<file path="config.mk">
export PLATFORM = sky130hd
export DESIGN_NAME = l1d_cacop_responder_flat
export DESIGN_NICKNAME = d
export VERILOG_FILES = /design/src/rtl/cacop_pkg.sv /design/src/rtl/l1d_cacop_responder_if.sv /design/src/rtl/cacop_way_sel.sv /design/src/rtl/l1d_cacop_responder.sv /design/src/flat_wrapper.sv
export SDC_FILE = /design/constraint.sdc
export NUM_CORES = 1
export LEC_CHECK = 0
export CAP_MARGIN = 10
export CORE_MARGIN = 5
export CORE_UTILIZATION = 50
export DETAILED_ROUTE_END_ITERATION = 8
export DONT_BUFFER_PORTS = 1
export GPL_TIMING_DRIVEN = 0
export PLACE_DENSITY = 0.7
export REMOVE_ABC_BUFFERS = 1
export SYNTH_ARGS = -nofsm -noshare
export SYNTH_HDL_FRONTEND = slang
export SYNTH_SLANG_ARGS = --single-unit
</file>
<file path="constraint.sdc">
create_clock -name clk -period 2.25 [get_ports clk]
set_clock_uncertainty 0.15 [all_clocks]
set_input_delay 0.45 -clock clk [delete_from_list [all_inputs] [get_ports clk]]
set_output_delay 0.45 -clock clk [all_outputs]
set_load 0.05 [all_outputs]
</file>
<file path="src/rtl/cacop_pkg.sv">
// Shared definitions for the L1D CACOP responder: op codes, FSM states and
// tag-entry field offsets.
package cacop_pkg;

   localparam logic [1:0] CACOP_STORE_TAG = 2'd0;
   localparam logic [1:0] CACOP_INDEX_INV = 2'd1;
   localparam logic [1:0] CACOP_HIT_INV   = 2'd2;
   localparam logic [1:0] CACOP_RSVD      = 2'd3;

   typedef enum logic [2:0] {
      S_IDLE    = 3'd0,
      S_XLATE   = 3'd1,
      S_TAG_RD  = 3'd2,
      S_TAG_CHK = 3'd3,
      S_WB_REQ  = 3'd4,
      S_WB_WAIT = 3'd5,
      S_TAG_WR  = 3'd6,
      S_DONE    = 3'd7
   } state_t;

   // Status bit positions measured upward from the top of the tag field.
   localparam int VALID_BIT = 1;
   localparam int DIRTY_BIT = 0;

endpackage

</file>
<file path="src/rtl/l1d_cacop_responder_if.sv">
// Bundle of the CACOP request handshake, TLB port, tag-array port and
// writeback-engine port. slave = responder side, master = surroundings.
interface l1d_cacop_responder_if #(
   parameter int WAYS    = 2,
   parameter int INDEX_W = 6,
   parameter int TAG_W   = 20
);
   localparam int WAY_W = $clog2(WAYS);

   logic                      cacop_en;
   logic [1:0]                cacop_code;
   logic [31:0]               cacop_vaddr;
   logic                      cacop_ready;
   logic                      cacop_complete;
   logic [6:0]                cacop_exp;
   logic                      tlb_req;
   logic [31:0]               tlb_vaddr;
   logic                      tlb_valid;
   logic [31:0]               tlb_paddr;
   logic [6:0]                tlb_exp;
   logic                      tag_rd;
   logic [INDEX_W-1:0]        tag_addr;
   logic [WAYS*(TAG_W+2)-1:0] tag_rdata;
   logic [WAYS-1:0]           tag_we;
   logic [TAG_W+1:0]          tag_wdata;
   logic                      wb_req;
   logic [WAY_W-1:0]          wb_way;
   logic [INDEX_W-1:0]        wb_index;
   logic                      wb_ready;
   logic                      wb_done;

   modport slave (
      input  cacop_en, cacop_code, cacop_vaddr,
      output cacop_ready, cacop_complete, cacop_exp,
      output tlb_req, tlb_vaddr,
      input  tlb_valid, tlb_paddr, tlb_exp,
      output tag_rd, tag_addr, tag_we, tag_wdata,
      input  tag_rdata,
      output wb_req, wb_way, wb_index,
      input  wb_ready, wb_done
   );

   modport master (
      output cacop_en, cacop_code, cacop_vaddr,
      input  cacop_ready, cacop_complete, cacop_exp,
      input  tlb_req, tlb_vaddr,
      output tlb_valid, tlb_paddr, tlb_exp,
      input  tag_rd, tag_addr, tag_we, tag_wdata,
      output tag_rdata,
      input  wb_req, wb_way, wb_index,
      output wb_ready, wb_done
   );

endinterface

</file>
<file path="src/rtl/cacop_way_sel.sv">
// Per-way tag compare with lowest-way priority, plus a per-way valid&dirty
// vector used to decide whether the target line needs a writeback.
module cacop_way_sel
   import cacop_pkg::*;
#(
   parameter int WAYS  = 2,
   parameter int TAG_W = 20
) (
   input  logic [WAYS*(TAG_W+2)-1:0] tag_rdata,
   input  logic [TAG_W-1:0]          cmp_tag,
   output logic                      hit,
   output logic [$clog2(WAYS)-1:0]   way,
   output logic [WAYS-1:0]           vd
);
   localparam int WAY_W = $clog2(WAYS);
   localparam int ENT_W = TAG_W + 2;

   // Scanning from the top way down leaves the lowest matching way selected.
   always_comb begin
      hit = 1'b0;
      way = '0;
      vd  = '0;
      for (int i = WAYS - 1; i >= 0; i--) begin
         vd[i] = tag_rdata[i*ENT_W + TAG_W + VALID_BIT] &&
                 tag_rdata[i*ENT_W + TAG_W + DIRTY_BIT];
         if (tag_rdata[i*ENT_W + TAG_W + VALID_BIT] &&
             (tag_rdata[i*ENT_W +: TAG_W] == cmp_tag)) begin
            hit = 1'b1;
            way = WAY_W'(i);
         end
      end
   end

endmodule

</file>
<file path="src/rtl/l1d_cacop_responder.sv">
// L1D-side CACOP responder: optional translation, tag read/check, dirty-line
// writeback and tag invalidation, finishing with a one-cycle complete pulse.
module l1d_cacop_responder
   import cacop_pkg::*;
#(
   parameter int WAYS     = 2,
   parameter int INDEX_W  = 6,
   parameter int OFFSET_W = 6,
   parameter int TAG_W    = 20
) (
   input logic                   clk,
   input logic                   rstn,
   l1d_cacop_responder_if.slave  bus
);
   localparam int WAY_W = $clog2(WAYS);

   state_t             state, state_nxt;
   logic [1:0]         code_q;
   logic [31:0]        vaddr_q;
   logic [TAG_W-1:0]   ptag_q;
   logic [6:0]         exp_q;
   logic [WAY_W-1:0]   way_q;
   logic [INDEX_W-1:0] index;
   logic               hit;
   logic [WAY_W-1:0]   hit_way;
   logic [WAYS-1:0]    way_vd;
   logic [WAY_W-1:0]   tgt_way;
   logic               unused_paddr_lo;

   assign index           = vaddr_q[OFFSET_W +: INDEX_W];
   assign tgt_way         = (code_q == CACOP_HIT_INV) ? hit_way : way_q;
   assign unused_paddr_lo = ^bus.tlb_paddr[31-TAG_W:0];

   cacop_way_sel #(.WAYS(WAYS), .TAG_W(TAG_W)) u_way_sel (
      .tag_rdata (bus.tag_rdata),
      .cmp_tag   (ptag_q),
      .hit       (hit),
      .way       (hit_way),
      .vd        (way_vd)
   );

   always_ff @(posedge clk or negedge rstn) begin
      if (!rstn) state <= S_IDLE;
      else       state <= state_nxt;
   end

   // way_q starts as the index-op way from vaddr and is overwritten by the
   // resolved target in TAG_CHK, so later states only ever look at way_q.
   always_ff @(posedge clk or negedge rstn) begin
      if (!rstn) begin
         code_q  <= '0;
         vaddr_q <= '0;
         ptag_q  <= '0;
         exp_q   <= '0;
         way_q   <= '0;
      end else begin
         case (state)
            S_IDLE: if (bus.cacop_en) begin
               code_q  <= bus.cacop_code;
               vaddr_q <= bus.cacop_vaddr;
               way_q   <= bus.cacop_vaddr[WAY_W-1:0];
               exp_q   <= '0;
            end
            S_XLATE: if (bus.tlb_valid) begin
               if (bus.tlb_exp != 7'd0) exp_q  <= bus.tlb_exp;
               else                     ptag_q <= bus.tlb_paddr[31 -: TAG_W];
            end
            S_TAG_CHK: way_q <= tgt_way;
            default: ;
         endcase
      end
   end

   always_comb begin
      state_nxt          = state;
      bus.cacop_ready    = 1'b0;
      bus.cacop_complete = 1'b0;
      bus.cacop_exp      = '0;
      bus.tlb_req        = 1'b0;
      bus.tlb_vaddr      = vaddr_q;
      bus.tag_rd         = 1'b0;
      bus.tag_addr       = '0;
      bus.tag_we         = '0;
      bus.tag_wdata      = '0;
      bus.wb_req         = 1'b0;
      bus.wb_way         = way_q;
      bus.wb_index       = index;
      case (state)
         S_IDLE: begin
            bus.cacop_ready = 1'b1;
            if (bus.cacop_en) begin
               case (bus.cacop_code)
                  CACOP_STORE_TAG: state_nxt = S_TAG_WR;
                  CACOP_INDEX_INV: state_nxt = S_TAG_RD;
                  CACOP_HIT_INV:   state_nxt = S_XLATE;
                  CACOP_RSVD:      state_nxt = S_DONE;
                  default:         state_nxt = S_DONE;
               endcase
            end
         end
         S_XLATE: begin
            bus.tlb_req = 1'b1;
            if (bus.tlb_valid)
               state_nxt = (bus.tlb_exp != 7'd0) ? S_DONE : S_TAG_RD;
         end
         S_TAG_RD: begin
            bus.tag_rd   = 1'b1;
            bus.tag_addr = index;
            state_nxt    = S_TAG_CHK;
         end
         S_TAG_CHK: begin
            if ((code_q == CACOP_HIT_INV) && !hit) state_nxt = S_DONE;
            else if (way_vd[tgt_way])              state_nxt = S_WB_REQ;
            else                                   state_nxt = S_TAG_WR;
         end
         S_WB_REQ: begin
            bus.wb_req = 1'b1;
            if (bus.wb_ready) state_nxt = S_WB_WAIT;
         end
         S_WB_WAIT: if (bus.wb_done) state_nxt = S_TAG_WR;
         S_TAG_WR: begin
            bus.tag_we[way_q] = 1'b1;
            bus.tag_addr      = index;
            state_nxt         = S_DONE;
         end
         S_DONE: begin
            bus.cacop_complete = 1'b1;
            bus.cacop_exp      = exp_q;
            state_nxt          = S_IDLE;
         end
         default: state_nxt = S_IDLE;
      endcase
   end

endmodule

</file>
<file path="src/flat_wrapper.sv">
// flat-port wrapper written by rule: the top's interface ports become plain ports
module l1d_cacop_responder_flat import cacop_pkg::*;
#(
   parameter int WAYS     = 2,
   parameter int INDEX_W  = 6,
   parameter int OFFSET_W = 6,
   parameter int TAG_W    = 20
)
  (clk, rstn, bus_cacop_en, bus_cacop_code, bus_cacop_vaddr, bus_cacop_ready, bus_cacop_complete, bus_cacop_exp, bus_tlb_req, bus_tlb_vaddr, bus_tlb_valid, bus_tlb_paddr, bus_tlb_exp, bus_tag_rd, bus_tag_addr, bus_tag_we, bus_tag_wdata, bus_tag_rdata, bus_wb_req, bus_wb_way, bus_wb_index, bus_wb_ready, bus_wb_done);
  l1d_cacop_responder_if #(.WAYS(WAYS), .INDEX_W(INDEX_W), .TAG_W(TAG_W)) bus_i ();
  input logic clk;
  input logic rstn;
  input wire logic [$bits(bus_i.cacop_en)-1:0] bus_cacop_en;
  input wire logic [$bits(bus_i.cacop_code)-1:0] bus_cacop_code;
  input wire logic [$bits(bus_i.cacop_vaddr)-1:0] bus_cacop_vaddr;
  output wire logic [$bits(bus_i.cacop_ready)-1:0] bus_cacop_ready;
  output wire logic [$bits(bus_i.cacop_complete)-1:0] bus_cacop_complete;
  output wire logic [$bits(bus_i.cacop_exp)-1:0] bus_cacop_exp;
  output wire logic [$bits(bus_i.tlb_req)-1:0] bus_tlb_req;
  output wire logic [$bits(bus_i.tlb_vaddr)-1:0] bus_tlb_vaddr;
  input wire logic [$bits(bus_i.tlb_valid)-1:0] bus_tlb_valid;
  input wire logic [$bits(bus_i.tlb_paddr)-1:0] bus_tlb_paddr;
  input wire logic [$bits(bus_i.tlb_exp)-1:0] bus_tlb_exp;
  output wire logic [$bits(bus_i.tag_rd)-1:0] bus_tag_rd;
  output wire logic [$bits(bus_i.tag_addr)-1:0] bus_tag_addr;
  output wire logic [$bits(bus_i.tag_we)-1:0] bus_tag_we;
  output wire logic [$bits(bus_i.tag_wdata)-1:0] bus_tag_wdata;
  input wire logic [$bits(bus_i.tag_rdata)-1:0] bus_tag_rdata;
  output wire logic [$bits(bus_i.wb_req)-1:0] bus_wb_req;
  output wire logic [$bits(bus_i.wb_way)-1:0] bus_wb_way;
  output wire logic [$bits(bus_i.wb_index)-1:0] bus_wb_index;
  input wire logic [$bits(bus_i.wb_ready)-1:0] bus_wb_ready;
  input wire logic [$bits(bus_i.wb_done)-1:0] bus_wb_done;
  assign bus_i.cacop_en = bus_cacop_en;
  assign bus_i.cacop_code = bus_cacop_code;
  assign bus_i.cacop_vaddr = bus_cacop_vaddr;
  assign bus_cacop_ready = bus_i.cacop_ready;
  assign bus_cacop_complete = bus_i.cacop_complete;
  assign bus_cacop_exp = bus_i.cacop_exp;
  assign bus_tlb_req = bus_i.tlb_req;
  assign bus_tlb_vaddr = bus_i.tlb_vaddr;
  assign bus_i.tlb_valid = bus_tlb_valid;
  assign bus_i.tlb_paddr = bus_tlb_paddr;
  assign bus_i.tlb_exp = bus_tlb_exp;
  assign bus_tag_rd = bus_i.tag_rd;
  assign bus_tag_addr = bus_i.tag_addr;
  assign bus_tag_we = bus_i.tag_we;
  assign bus_tag_wdata = bus_i.tag_wdata;
  assign bus_i.tag_rdata = bus_tag_rdata;
  assign bus_wb_req = bus_i.wb_req;
  assign bus_wb_way = bus_i.wb_way;
  assign bus_wb_index = bus_i.wb_index;
  assign bus_i.wb_ready = bus_wb_ready;
  assign bus_i.wb_done = bus_wb_done;
  l1d_cacop_responder #(.WAYS(WAYS), .INDEX_W(INDEX_W), .OFFSET_W(OFFSET_W), .TAG_W(TAG_W)) u_core (.clk(clk), .rstn(rstn), .bus(bus_i));
endmodule
</file>
==> results.ini, run 1 <==
[power_and_ir_drop]
p_sw_w = 0.00313
intPower_w = 0.00291
peakVddDrop_v = 0.000840
leakagePower_nw = 1.99
powerDensity_nw_per_um2 = 1500
switching_share = 0.518
finalPower_w = 0.00604
pwr-share-seq = 0.546
p_comb_frac = 0.251
pwr-share-clk = 0.203

[final_layout]
n_antenna_cell = 0
nets = 505
final_cell_mix = 117 x nand2_1, 56 x dfrtp_1, 22 x conb_1
drive_gt1_frac = 0.227
layout_commonest_cell = nand2_1
stdcell_count = 483
area_growth_pct = 11.7

[sta]
worst_pin_slew_ns = 0.820
final.setup.tns_ns = 0
timing.final.crit_share = 0.983
hold_slack_ns = 0.0617
maxSlewHeadroom = 0.452
min_period_ns = 2.21
setup_viol = 0
rsz0062_at_grt = true
fin_ws_ns = 0.0380
fmax_mhz = 452
maxSlewViolCount = 0
hold_violations = 0

[logic_synthesis]
yosys.area.top_type = dfrtp_1
async_flop_share = 1.00
synth_xor_xnor_area_share = 0.0969
syn_area_per_cell_um2 = 9.64
synthCells = 375
synth_area_um2 = 3620
synth_simple_gate_area_share = 0.212
synth_compound_area_frac = 0.0270
yosysTopAreaCellShare = 0.450
synth_edf_count = 0
yosys_warnings = 0
seq_area_frac_synth = 0.450
synth_fa_ha_area_frac = 0.0104
yosys-top-cells-area = dfrtp_1 45%, nand2_1 12%, mux2_4 8.3%
synth.distinct_cells = 37
ys_ff_latch = 65
synth_top_family_by_area = simple AND/OR/NAND/NOR gates
synthMuxAreaShare = 0.114
synth_ff_type = dfrtp_1

[placement]
place_inst = 453
finalWeightedCongestion = 0.813
dp_slack_ns = -0.924
dpl.hpwl_mm = 5.99
portBuffers = 0

[floorplan]
die_w_um = 95.0
io_pins = 204
die_h_um = 95.0
initial_core_util = 0.507
dieArea_um2 = 9030
rows = 31
coreArea_um2 = 7140

[critical_path]
cp-start-kind = flip-flop
cp.required_ns = 1.65
crit_arrival_ns = 1.61
crit_chain = nor3_4
path_buf_inv = 0
worst-path-max-fanout = 11
critPathMaxStageDelay_ns = 0.70
end_kind = output port
startpoint = u_core.state[2]
worstSetupPathType = reg -> out
reg2reg_from = u_core.state[2]
crit_family = simple AND/OR/NAND/NOR gates
crit_path_top_delay_cell = nor3_4

[global_route]
grt_max_degree = 66
grt_overflow_total = 0
grt_pass1_vias = 2456
grt_pass1_wl_mm = 12.3
antenna_found_initial = 0
grt_use_total = 0.178

[drt]
firstDrtPassIters = 4
via_per_inst = 5.10
drc_errors = 0
drt_wl_total_mm = 8.48
wl_per_cell_um = 17.6
final_antenna_net_count = 0
dr.first_iter.drc_count = 57
num_vias = 2462

[clocking]
clk_latency_ns = 0.33
clockRootBuffer = clkbuf_8
clkSinkCount = 65
htreeDepth = 3
numCtsBuffers = 9
clk_path_buf_depth = 2
path_clk_slew_ns = 0.08
cts_tree = yes

[worst_hold_path]
min_path_type = in -> reg
min_from = bus_cacop_vaddr[20]

[status]
status = finished clean

[job]
max_cap_violations = 0

-- state kept, by name (all words and copies together) (netlist names) --
signal,flops
u_core.state,3
u_core.code_q,2
u_core.ptag_q,20
u_core.exp_q,7
u_core.bus.wb_way,1
u_core.bus.tlb_vaddr,32
-- layer usage --
layer	wire length, µm	up-vias	GRT usage
li1	-	1173	-
met1	3140	1176	0.203
met2	4410	102	0.297
met3	835	11	0.0734
met4	91	0	0.0709
met5	0	-	0
-- power by group through the flow --
stage	registers, W	logic (W)	clock network (W)
2_1_floorplan	0.00317	0.00109	0
3_3_place_gp	0.00329	0.00119	0
3_5_place_dp	0.00330	0.00126	0
4_1_cts	0.00333	0.00142	0.00127
5_1_grt	0.00338	0.00168	0.00133
6_report	0.00330	0.00151	0.00123
-- area by class of cell --
class / count / area [µm²]
timing repair buffer: 14 / 131
clock buffer: 10 / 138
inverter: 9 / 33.8
sequential: 65 / 1640
clock inverter: 6 / 115
fill: 651 / 3100
multi-input combinational: 280 / 1860
tap: 99 / 124
-- cell families (layout without fill, tap and decap cells) --
logic type,Yosys count,in the layout
flops,65,65
fa+ha+maj,3,3
mux,31,31
xor+xnor,40,40
buf+inv,52,39
simple gates,168,169
compound gates,15,15
other cells,1,22
-- cell usage after synthesis (2+ instances only) --
| library cell | instances |
|---|---|
| nand4_1 | 4 |
| ha_1 | 3 |
| buf_2 | 3 |
| clkbuf_1 | 9 |
| buf_6 | 2 |
| nor3_1 | 5 |
| nor2_1 | 5 |
| o21ai_0 | 5 |
| mux2_4 | 20 |
| nor3_2 | 2 |
| buf_4 | 29 |
| nand3_1 | 3 |
| mux2i_1 | 10 |
| and2_1 | 14 |
| a21oi_1 | 2 |
| xnor2_1 | 20 |
| xor2_1 | 20 |
| dfrtp_1 | 65 |
| and3_1 | 2 |
| nor2b_1 | 3 |
| inv_1 | 9 |
| nor4_1 | 7 |
| a32oi_1 | 2 |
| nand2_1 | 118 |
-- metrics by stage --
step,util,cell area (µm²)
after floorplan,-,3410
after global placement,0.495,3530
after detailed placement,0.498,3550
after CTS,0.556,3970
after global routing,0.566,4040
final,0.566,4040
-- final timing paths --
check                           depth (start not counted)                  endpoint  slack (ns)
worst max-delay path                                    1           bus_cacop_ready        0.04
worst min-delay path                                    2  u_core.bus.tlb_vaddr[20]        0.06
worst max register to register                          5  u_core.bus.tlb_vaddr[31]        0.08
worst min register to register                          2          u_core.code_q[0]        0.33
max in group asynchronous                               2           u_core.state[2]        1.17
min in group asynchronous                               2  u_core.bus.tlb_vaddr[28]        0.49
-- timing repair --
action | 4_1_cts | 5_1_grt
hold endpoints to repair | 65 | 0
setup endpoints to repair | 75 | 10
hold buffers | 2 | 0
buffers inserted | 4 | 7
pin swaps | 1 | 2
gates cloned | 0 | 1
gates resized for setup | 46 | 2
(Power assumes the default switching activity.)
==> run 2: changes to the inputs <==
- CORE_UTILIZATION: 50 -> 39
- DONT_BUFFER_PORTS: 1 -> default
- PLACE_DENSITY: 0.7 -> 0.86
==> run 2 against run 1 <==
- non-clock buffer count rose by 166
- die area grew 25%
- combinational power is 150% higher
- sequential share of layout area down 11 points
- count of clock-buffer cells in the layout unchanged
- register-to-register slack improved by 0.09 ns
- worst hold slack improved by 0.0071 ns
- critical path depth grew 6
- fmax is 0.91% higher
- setup slack improved by 0.020 ns
==> results.ini, run 2 (synthesis results as in run 1) <==
[floorplan]
die_w_um = 106
initial_core_util = 0.395
die_h_um = 106
io_pins = 204
dieArea_um2 = 11300
coreArea_um2 = 9150
rows = 35

[clocking]
clkSinkCount = 65
htreeDepth = 3
clockRootBuffer = clkbuf_8
numCtsBuffers = 9
clk_path_buf_depth = 2
clk_latency_ns = 0.34
cts_tree = yes
path_clk_slew_ns = 0.08
holdBufCountCts = 0

[global_route]
antenna_found_initial = 0
grt_pass1_wl_mm = 16.7
grt_max_degree = 66
grt_overflow_total = 0
grt_pass1_vias = 3307
grt_use_total = 0.186

[drt]
drt-met1-wl_mm = 4.06
firstDrtPassIters = 4
num_vias = 3072
dr.max_layer_used = met4
via_per_inst = 4.64
dr.first_iter.drc_count = 90
wl_met2_mm = 5.52
drc_errors = 0
wl_met3_um = 637
final_antenna_net_count = 0
drt_wl_total_mm = 10.4
wl_per_cell_um = 15.8

[final_layout]
area_growth_pct = 53.5
layout_commonest_cell = clkdlybuf4s50_1
largest_reg_flops = 32
n_antenna_cell = 0
fin_util = 0.606
nets = 672
final_cell_mix = 143 x clkdlybuf4s50_1, 117 x nand2_1, 62 x dfrtp_1, 22 x conb_1
drive_gt1_frac = 0.156

[power_and_ir_drop]
leakagePower_nw = 2.62
powerDensity_nw_per_um2 = 1180
finalPower_w = 0.00655
peakVddDrop_v = 0.00101

[critical_path]
end_kind = flip-flop
cp.required_ns = 2.32
worstSetupPathType = in -> reg
reg2reg_from = u_core.ptag_q[13]
startpoint = bus_tlb_exp[6]
cp-start-kind = input pin
crit_arrival_ns = 2.26
worst-path-max-fanout = 5

[sta]
timing.final.crit_share = 0.974
maxSlewViolCount = 0
final.setup.tns_ns = 0
rsz0062_at_grt = true
setup_viol = 0
worst_pin_slew_ns = 0.846
maxSlewHeadroom = 0.436
min_period_ns = 2.19
fmax_mhz = 456
hold_violations = 0

[placement]
portBuffers = 169
dpl.hpwl_mm = 7.77
finalWeightedCongestion = 0.842

[status]
status = finished clean

[job]
max_cap_violations = 0

[worst_hold_path]
min_path_type = in -> async

## run 2: cell types whose count changed in the layout (fill, tap and decap cells not counted), moves of 7 or more
cell	change
and2_1	+13
and2_4	-7
and2_2	-7
buf_2	+13
clkdlybuf4s50_1	+143
## run 2: timing repair
action / 4_1_cts / 5_1_grt
setup buffers: 5 / 5
setup endpoints to repair: 77 / 43
pin swaps: 4 / 1
resized for setup: 95 / 20
gates cloned: 2 / 1
## run 2: final cells by class
type	instances	area, µm²
Inverter	9	33.8
Clock inverter	6	35.0
Fill cell	787	3600
Clock buffer	10	128
Multi-Input combinational cell	281	1830
Sequential cell	65	1630
Timing Repair Buffer	180	1750
Tap cell	111	139
## run 2: power by group
group	internal, W	switching [W]
Sequential	0.00160	0.000343
Clock	0.000392	0.000452
Combinational	0.00129	0.00247
## run 2: through the flow
stage	area (µm²)	worst slack, ns	hold WS, ns	instances
2_1_floorplan	3410	-1.01	0.00441	353
4_1_cts	5510	0.00697	0.0935	656
5_1_grt	5550	-0.0513	0.145	662
3_5_place_dp	5230	-0.894	0.312	633
3_3_place_gp	5240	-1.68	0.308	633
6_report	5550	0.0580	0.0688	662
## run 2: path summary, 6_finish.rpt
check,end,slack [ns],depth (start not counted)
worst min-delay path,u_core.ptag_q[9],0.07,1
max in group asynchronous,u_core.state[2],1.24,1
worst min register to register,u_core.bus.tlb_vaddr[1],0.32,2
worst max-delay path,u_core.ptag_q[2],0.06,7
worst max register to register,u_core.state[1],0.17,5
min in group clk,u_core.bus.tlb_vaddr[1],0.32,2
## run 2: metal layers
metal  track usage  vias up
met5             0        -
met4        0.0638        0
met3        0.0522       19
met2         0.335       99
met1         0.209     1450
li1              -     1504
## run 2: critical path, cell delays in order
cell and delay (ns):
dlygate4sd2_1 0.25, or4_4 0.55, nor4_4 0.15, buf_4 0.19, nand3_4 0.09, bufbuf_16 0.29, mux2_4 0.29
==> run 3: changes to the inputs <==
- GPL_ROUTABILITY_DRIVEN: default -> 0
==> results of run 3 <==
Final layout, timing and power as in run 2 (identical DEF).
